[config.mk]
export PLATFORM = sky130hd
export DESIGN_NAME = uart1_tx
export DESIGN_NICKNAME = d
export VERILOG_FILES = /design/src/rtl/uart1_tx.sv
export SDC_FILE = /design/constraint.sdc
export NUM_CORES = 1
export LEC_CHECK = 0
export ABC_AREA = 1
export CORE_MARGIN = 5
export CORE_UTILIZATION = 53
export CTS_CLUSTER_DIAMETER = 150
export DETAILED_ROUTE_END_ITERATION = 8
export PLACE_DENSITY = 0.73
export SYNTH_ARGS = -nofsm -noshare
export SYNTH_HDL_FRONTEND = slang
export SYNTH_SLANG_ARGS = --single-unit
[constraint.sdc]
create_clock -name clk_sis -period 1.5 [get_ports clk_sis]
set_input_delay 0.15 -clock clk_sis [delete_from_list [all_inputs] [get_ports clk_sis]]
set_output_delay 0.15 -clock clk_sis [all_outputs]
set_load 0.005 [all_outputs]
[src/rtl/uart1_tx.sv]
// UART1 serial transmitter: start bit, 8 data bits LSB first, 1 or 2 stop bits.
// Define UART1_PARITY_EN to insert an even-parity bit between the data and stop bits.
module uart1_tx #(
    parameter int CLKS_PER_BIT = 16,
    parameter int DATA_BITS    = 8
) (
    input  logic                 clk_sis,
    input  logic                 rst,
    input  logic                 start_bit,
    input  logic [DATA_BITS-1:0] data_in,
    input  logic                 stop_bit,
    output logic                 tx1,
    output logic                 busy,
    output logic                 done
);

    localparam int CW = (CLKS_PER_BIT > 1) ? $clog2(CLKS_PER_BIT) : 1;
    localparam int IW = (DATA_BITS > 1) ? $clog2(DATA_BITS) : 1;
    localparam logic [CW-1:0] BAUD_LAST = CW'(CLKS_PER_BIT - 1);
    localparam logic [IW-1:0] IDX_LAST  = IW'(DATA_BITS - 1);

    localparam logic [2:0] ST_IDLE   = 3'd0;
    localparam logic [2:0] ST_START  = 3'd1;
    localparam logic [2:0] ST_DATA   = 3'd2;
`ifdef UART1_PARITY_EN
    localparam logic [2:0] ST_PARITY = 3'd3;
`endif
    localparam logic [2:0] ST_STOP   = 3'd4;

    logic [2:0]           state_reg;
    logic [CW-1:0]        baud_cnt_reg;
    logic [IW-1:0]        bit_idx_reg;
    logic [DATA_BITS-1:0] data_shift_reg;
    logic                 stop2_reg;
    logic                 tx_reg;
    logic                 busy_reg;
    logic                 done_reg;
`ifdef UART1_PARITY_EN
    logic                 parity_reg;
`endif
    logic                 bit_end;

    assign bit_end = (baud_cnt_reg == BAUD_LAST);

    // The counter runs in every non-idle state, so each bit lasts exactly CLKS_PER_BIT cycles.
    always_ff @(posedge clk_sis) begin
        if (rst) begin
            baud_cnt_reg <= '0;
        end else if (state_reg == ST_IDLE) begin
            baud_cnt_reg <= '0;
        end else if (bit_end) begin
            baud_cnt_reg <= '0;
        end else begin
            baud_cnt_reg <= baud_cnt_reg + 1'b1;
        end
    end

    // tx_reg is loaded at each bit boundary with the value of the bit that is about to start.
    always_ff @(posedge clk_sis) begin
        if (rst) begin
            state_reg      <= ST_IDLE;
            bit_idx_reg    <= '0;
            data_shift_reg <= '0;
            stop2_reg      <= 1'b0;
            tx_reg         <= 1'b1;
            busy_reg       <= 1'b0;
            done_reg       <= 1'b0;
`ifdef UART1_PARITY_EN
            parity_reg     <= 1'b0;
`endif
        end else begin
            done_reg <= 1'b0;
            case (state_reg)
                ST_IDLE: begin
                    if (start_bit) begin
                        state_reg      <= ST_START;
                        data_shift_reg <= data_in;
                        stop2_reg      <= stop_bit;
                        bit_idx_reg    <= '0;
                        tx_reg         <= 1'b0;
                        busy_reg       <= 1'b1;
`ifdef UART1_PARITY_EN
                        parity_reg     <= ^data_in;
`endif
                    end
                end
                ST_START: begin
                    if (bit_end) begin
                        state_reg      <= ST_DATA;
                        tx_reg         <= data_shift_reg[0];
                        data_shift_reg <= {1'b0, data_shift_reg[DATA_BITS-1:1]};
                        bit_idx_reg    <= '0;
                    end
                end
                ST_DATA: begin
                    if (bit_end) begin
                        if (bit_idx_reg == IDX_LAST) begin
                            bit_idx_reg <= '0;
`ifdef UART1_PARITY_EN
                            state_reg   <= ST_PARITY;
                            tx_reg      <= parity_reg;
`else
                            state_reg   <= ST_STOP;
                            tx_reg      <= 1'b1;
`endif
                        end else begin
                            tx_reg         <= data_shift_reg[0];
                            data_shift_reg <= {1'b0, data_shift_reg[DATA_BITS-1:1]};
                            bit_idx_reg    <= bit_idx_reg + 1'b1;
                        end
                    end
                end
`ifdef UART1_PARITY_EN
                ST_PARITY: begin
                    if (bit_end) begin
                        state_reg   <= ST_STOP;
                        tx_reg      <= 1'b1;
                        bit_idx_reg <= '0;
                    end
                end
`endif
                ST_STOP: begin
                    if (bit_end) begin
                        // bit_idx_reg doubles as the stop-bit counter.
                        if (stop2_reg && (bit_idx_reg == IW'(0))) begin
                            bit_idx_reg <= IW'(1);
                        end else begin
                            state_reg   <= ST_IDLE;
                            busy_reg    <= 1'b0;
                            done_reg    <= 1'b1;
                            bit_idx_reg <= '0;
                        end
                        tx_reg <= 1'b1;
                    end
                end
                default: begin
                    state_reg <= ST_IDLE;
                    tx_reg    <= 1'b1;
                    busy_reg  <= 1'b0;
                end
            endcase
        end
    end

    assign tx1  = tx_reg;
    assign busy = busy_reg;
    assign done = done_reg;

endmodule

## Yosys cells after proc, flatten, opt, wreduce, memory -nomap -nowiden

Index checks and enable logic that the tools add are counted.

- Add/sub/neg operators: 2
- Equality and inequality tests: 12
- Mux-type cells: 30
- Bitwise logic cells: 3
- Reduce and logical (&&, ||, !) cells: 14

Operators with widths:

| operator | number |
|---|---|
| 2-to-1 mux 3 bit | 11 |
| 2-to-1 mux 8 bit | 4 |
| one-hot mux 3 bit (4 select lines) | 2 |
| one-hot mux 8 bit (3 select lines) | 1 |
| inequality test 2 bit, second input constant | 7 |
| 2-to-1 mux 1 bit | 10 |
| AND reduction 5 bit | 2 |
| AND reduction 4 bit | 2 |
| equality test 3 bit, second input constant | 2 |
| logical NOT 3 bit | 2 |
| AND reduction 6 bit | 1 |
| OR reduction 3 bit | 2 |
| adder 4 x 1 -> 4 bit, second input constant | 1 |
| equality test 4 bit, second input constant | 1 |
| one-hot mux 1 bit (4 select lines) | 1 |
| nonzero test 4 bit | 1 |
| adder 3 x 1 -> 3 bit, second input constant | 1 |
| equality test 3 x 1 -> 1 bit, second input constant | 1 |
| equality test 3 x 2 -> 1 bit, second input constant | 1 |
| inverter 1 bit | 3 |
| one-hot mux 1 bit (3 select lines) | 1 |
| nonzero test 3 bit | 1 |
| AND reduction 2 bit | 1 |
| OR reduction 2 bit | 1 |
| logical AND 1 bit | 1 |

- Register bits: 22
- Bits of input ports: 12
- Output and inout port bits: 3
- Word-level logic and storage cells: 69

## Longest topological paths before layout

- Depth in word-level cells: 5
- Gate-level depth with buffers: 10
- Mapped depth without buffers: 9

## Worst setup path before layout

Ideal clock, no wire load.

- Kind: register to register
- Start: register baud_cnt_reg[0]
- End: register data_shift_reg[0]
- Setup time: 0.113 ns
- Data arrival time: 1.265 ns
- Required time: 1.387 ns
- Setup slack: 0.122 ns
- Cell stages (with the launch flop): 10
- Buffers on the path: 1
- Clock period less this slack: 1.378 ns
- Cell sequence: dfxtp_1 -> ha_1 -> nand3_2 -> nand3_1 -> nand2_2 -> nor2_4 -> nand2_4 -> buf_6 -> nor2_1 -> nor2_1

- Cells in the longest elaborated chain, start to end: 3
- Elaborated cells between the ends (all ways): 4
- Those cells by class: eq/ne (3); reduce/logical (1)

Ends and longest elaborated chain:

| item | line | RTL |
|---|---|---|
| start, declared | 31 | `logic [CW-1:0] baud_cnt_reg;` |
| start signal, assigned | 54 | `baud_cnt_reg <= baud_cnt_reg + 1'b1;` |
| equality test 4 bit (*) | 43 | `assign bit_end = (baud_cnt_reg == BAUD_LAST);` |
| inequality test 2 bit (no source line) | n/a |  |
| AND reduction 5 bit (no source line) (*) | n/a |  |
| end signal, assigned | 77 | `data_shift_reg <= data_in;` |
| end signal, assigned | 91 | `data_shift_reg <= {1'b0, data_shift_reg[DATA_BITS-1:1]};` |
| end signal, assigned | 108 | `data_shift_reg <= {1'b0, data_shift_reg[DATA_BITS-1:1]};` |
| end, declared | 33 | `logic [DATA_BITS-1:0] data_shift_reg;` |

Every way passes the cells marked *; elsewhere a longest branch is shown, timed or not.
A chain may end at the register's enable or synchronous reset.

## Worst setup path in the final report

- Start: register baud_cnt_reg[0]
- End: register state_reg[2]

- Cells in the longest elaborated chain, start to end: 3
- Elaborated cells between the ends (all ways): 5
- Those cells by class: eq/ne (4); reduce/logical (1)

Ends and longest elaborated chain:

| item | line | RTL |
|---|---|---|
| equality test 4 bit (*) | 43 |  |
| inequality test 2 bit (no source line) | n/a |  |
| AND reduction 6 bit (no source line) (*) | n/a |  |
| end signal, assigned | 61 | `state_reg <= ST_IDLE;` |
| end signal, assigned | 76 | `state_reg <= ST_START;` |
| end signal, assigned | 89 | `state_reg <= ST_DATA;` |
| end, declared | 30 | `logic [2:0] state_reg;` |

Marks and branches as above.

==> flow_summary_export.csv <==
group,metric,value,unit
cells_and_area,fin_cells,217,
power,switching_power,1.456,mW
placement,place_inst,208,
clocking,cts.sinks,22,
drt,viasPerCell,5.032,
cells_and_area,finalInstanceArea,1460,µm²
synthesis,syn_avg_cell_area,6.789,µm²
synthesis,syn_nets,185,
drt,drt_pass1_iterations,4,
clocking,cts_tree,"done",
worst_setup_path,critPathMaxFanout,6,
clocking,cts_max_path_buffers,2,
cells_and_area,layout.nets,207,
worst_setup_path,r2r.worst_path.cells,8,
cells_and_area,multi_input_area,665.6,µm²
cells_and_area,drive_gt1_share,18.42,%
timing,clock_skew,6.180,ps
clocking,numCtsBuffers,3,
drt,drc_errors,0,
synthesis,syn-cell-area,1147,µm²
worst_setup_path,path_delay_family,"simple AND/OR/NAND/NOR gates",
timing,min_period,1454,ps
clocking,h-tree-depth,1,
worst_setup_path,crit_path_end_kind,"flip-flop",
placement,hpwlAfterDp,1736,µm
power,p_clk_share,14.2,%
drt,vias,1092,
job,maxCapViolations,0,
synthesis,ys_seq_elements,22,
grt,grt_pass1_vias,996,
grt,grt_pass1_wl,4250,µm
placement,io_buffers,14,
power,power_per_cell_area,2225,nW/µm²
synthesis,syn_inst,169,
worst_setup_path,critPathMaxStageDelay,370,ps
clocking,cts-root-buf,"clkbuf_4",
cells_and_area,antenna_cells,0,
worst_setup_path,rr_startpoint,"baud_cnt_reg[0]",
placement,dp_slack,25.99,ps
min_path,hp-class,"input pin to flip-flop",
grt,grt_max_degree,16,
timing,setup_ws,46.48,ps
die,coreArea,2022,µm²
worst_setup_path,path_class,"flip-flop to flip-flop",
placement,post_dp_cell_area,1292,µm²
min_path,holdPathEnd,"busy",
drt,ant_nets,0,
worst_setup_path,crit_path_top_delay_cell,"dfxtp_2",
grt,grt_usage,16.37,%
outcome,status,"finished clean",
cells_and_area,areaGrowthSynthToFinish,27.26,%
drt,avgRoutedWirePerCell,11.82,µm
timing,hold_viol,0,
cells_and_area,largest_reg_flops,8,
power,power.share.sequential,30.2,%
worst_setup_path,critPathLaunch,"baud_cnt_reg[0]",
die,die_height,56.53,µm
drt,drtIter0Drc,41,
cells_and_area,seqCellArea,447.9,µm²
power,switching_share,44.84,%
die,initial_core_util,56.75,%
timing,fin_hold_ws,459.1,ps
power,ir_drop,0.001573,V
worst_setup_path,crit_chain,"ha_4, nand3_4, nand3_2, nand2_4, nor2_4, buf_4, nand3_1, a21oi_1",
min_path,hold_start,"rst",
worst_setup_path,rrSetupSlack,50,ps
synthesis,ys.warnings.count,0,
worst_setup_path,crit_arrival,1700,ps
cells_and_area,fillers,175,
timing,min_period_over_period,96.90,%
clocking,clk_latency,320,ps
drt,wirelength,2565,µm
placement,gp_congestion,0.8257,
grt,antenna_found_initial,0,
worst_setup_path,cp.required,1740,ps
die,die_x,56.53,µm
worst_setup_path,cp_num_buf_inv,1,
timing,setup-violations-final,0,
die,dieArea,3195,µm²
worst_setup_path,r2r_end,"state_reg[2]",
timing,tightest_slew,355.2,ps
timing,maxSlewViolCount,0,
grt,grt_overflow,0,
synthesis,synth_cell_types,22,
timing,fmax,0.6880,GHz
power,combPwrFrac,55.7,%
power,p_int,1.792,mW
clocking,clk_pin_slew,120,ps
min_path,min_path_cells,2,
die,rows,16,
die,io_pins,15,
worst_setup_path,crit_path_start_kind,"flip-flop",
timing,max_slew_margin,76.22,%
power,p_leak,0.6908,nW
power,finalPower,3.248,mW
synthesis,ys_seq_area_share,38.39,%
[repair_timing]
action / 4_1_cts / 5_1_grt
setup endpoints to repair: 2 / 13
cloned: 0 / 1
gates resized for setup: 3 / 21
pin swaps: 1 / 3
hold buffers: 0 / 0
buffers inserted: 1 / 3
[power by group through the flow]
| stage | clock [mW] | combinational [mW] | sequential, mW |
|---|---|---|---|
| after global routing | 0.494 | 2.11 | 1.00 |
| after floorplan | 0 | 1.31 | 0.921 |
| after CTS | 0.469 | 1.57 | 0.944 |
| final | 0.460 | 1.81 | 0.980 |
| after detailed placement | 0 | 1.52 | 0.954 |
| after global placement | 0 | 1.47 | 0.940 |
[cells in the mapped netlist (all sizes together)]
master / instances / share of area (%)
a21oi: 7 / 3.1
buf: 2 / 2.0
clkbuf: 1 / 1.2
dfxtp: 22 / 38
ha: 4 / 4.4
inv: 22 / 7.2
nand2: 48 / 17
nand3: 13 / 6.1
nand3b: 1 / 0.65
nor2: 35 / 13
nor3: 1 / 0.44
o211ai: 1 / 0.65
o21ai: 9 / 3.9
o22ai: 1 / 0.55
xnor2: 1 / 0.76
xor2: 1 / 0.76
[area by class of cell]
class,instances,share of cell area [%]
clock buffer,3,1.542
clock inverter,1,2.057
inverter,22,5.656
multi-input combinational,123,45.59
sequential,22,30.68
tap,27,2.314
timing repair buffer,19,12.17
[placed cells by master, fill, tap and decap left out, types with 2 or more instances in the layout]
master / n
nand2_1: 42
nor2_1: 31
inv_1: 19
dfxtp_1: 16
clkdlybuf4s50_1: 14
nand3_1: 9
o21ai_0: 7
a21oi_1: 6
dfxtp_2: 6
buf_4: 5
nor2_4: 4
nand2_4: 4
nand3_2: 3
nand2_2: 3
inv_2: 3
ha_1: 3
clkbuf_4: 3
o21ai_1: 2
[worst reg2reg max path: cells and delay by family, from the launching register on]
| kind | cells | cell delay (ps) |
|---|---|---|
| simple gates | 5 | 560 |
| flops | 1 | 370 |
| fa+ha+maj | 1 | 160 |
| compound gates | 1 | 150 |
| buf+inv | 1 | 140 |
[routing by layer]
metal | global-route usage (%) | routed length [µm] | vias up
met1 | 20.67 | 1182 | 500
met2 | 26.24 | 1270 | 19
met4 | 5.085 | 26 | 0
met3 | 5.275 | 85 | 4
li1 | - | - | 569
met5 | 0 | 0 | -
[kinds of logic (layout without fill, tap and decap cells)]
family	count (synthesis)	count (layout)	share of synthesized area [%]
and+or+nand+nor	98	99	37.19
DFF	22	22	38.39
AOI/OAI and AO/OA	18	18	8.179
xor gates and xnor gates	2	2	1.527
adders and majority gates	4	4	4.362
buffers and inverters	25	45	10.36
[worst max path at each step]
stage	end	slack [ps]	cells past startpoint
6_report	state_reg[2]	50	8
4_1_cts	bit_idx_reg[1]	20	9
3_5_place_dp	bit_idx_reg[1]	30	9
2_1_floorplan	data_shift_reg[0]	120	9
3_3_place_gp	bit_idx_reg[0]	80	7
5_1_grt	state_reg[2]	-30	8
[per-stage QoR]
stage / setup TNS [ps] / util (%)
after floorplan: 0 / -
after global placement: 0 / 63.92
after detailed placement: 0 / 63.92
after CTS: 0 / 67.45
after global routing: -70.85 / 72.22
final: 0 / 72.22
Power figures use the tool's default switching activity.
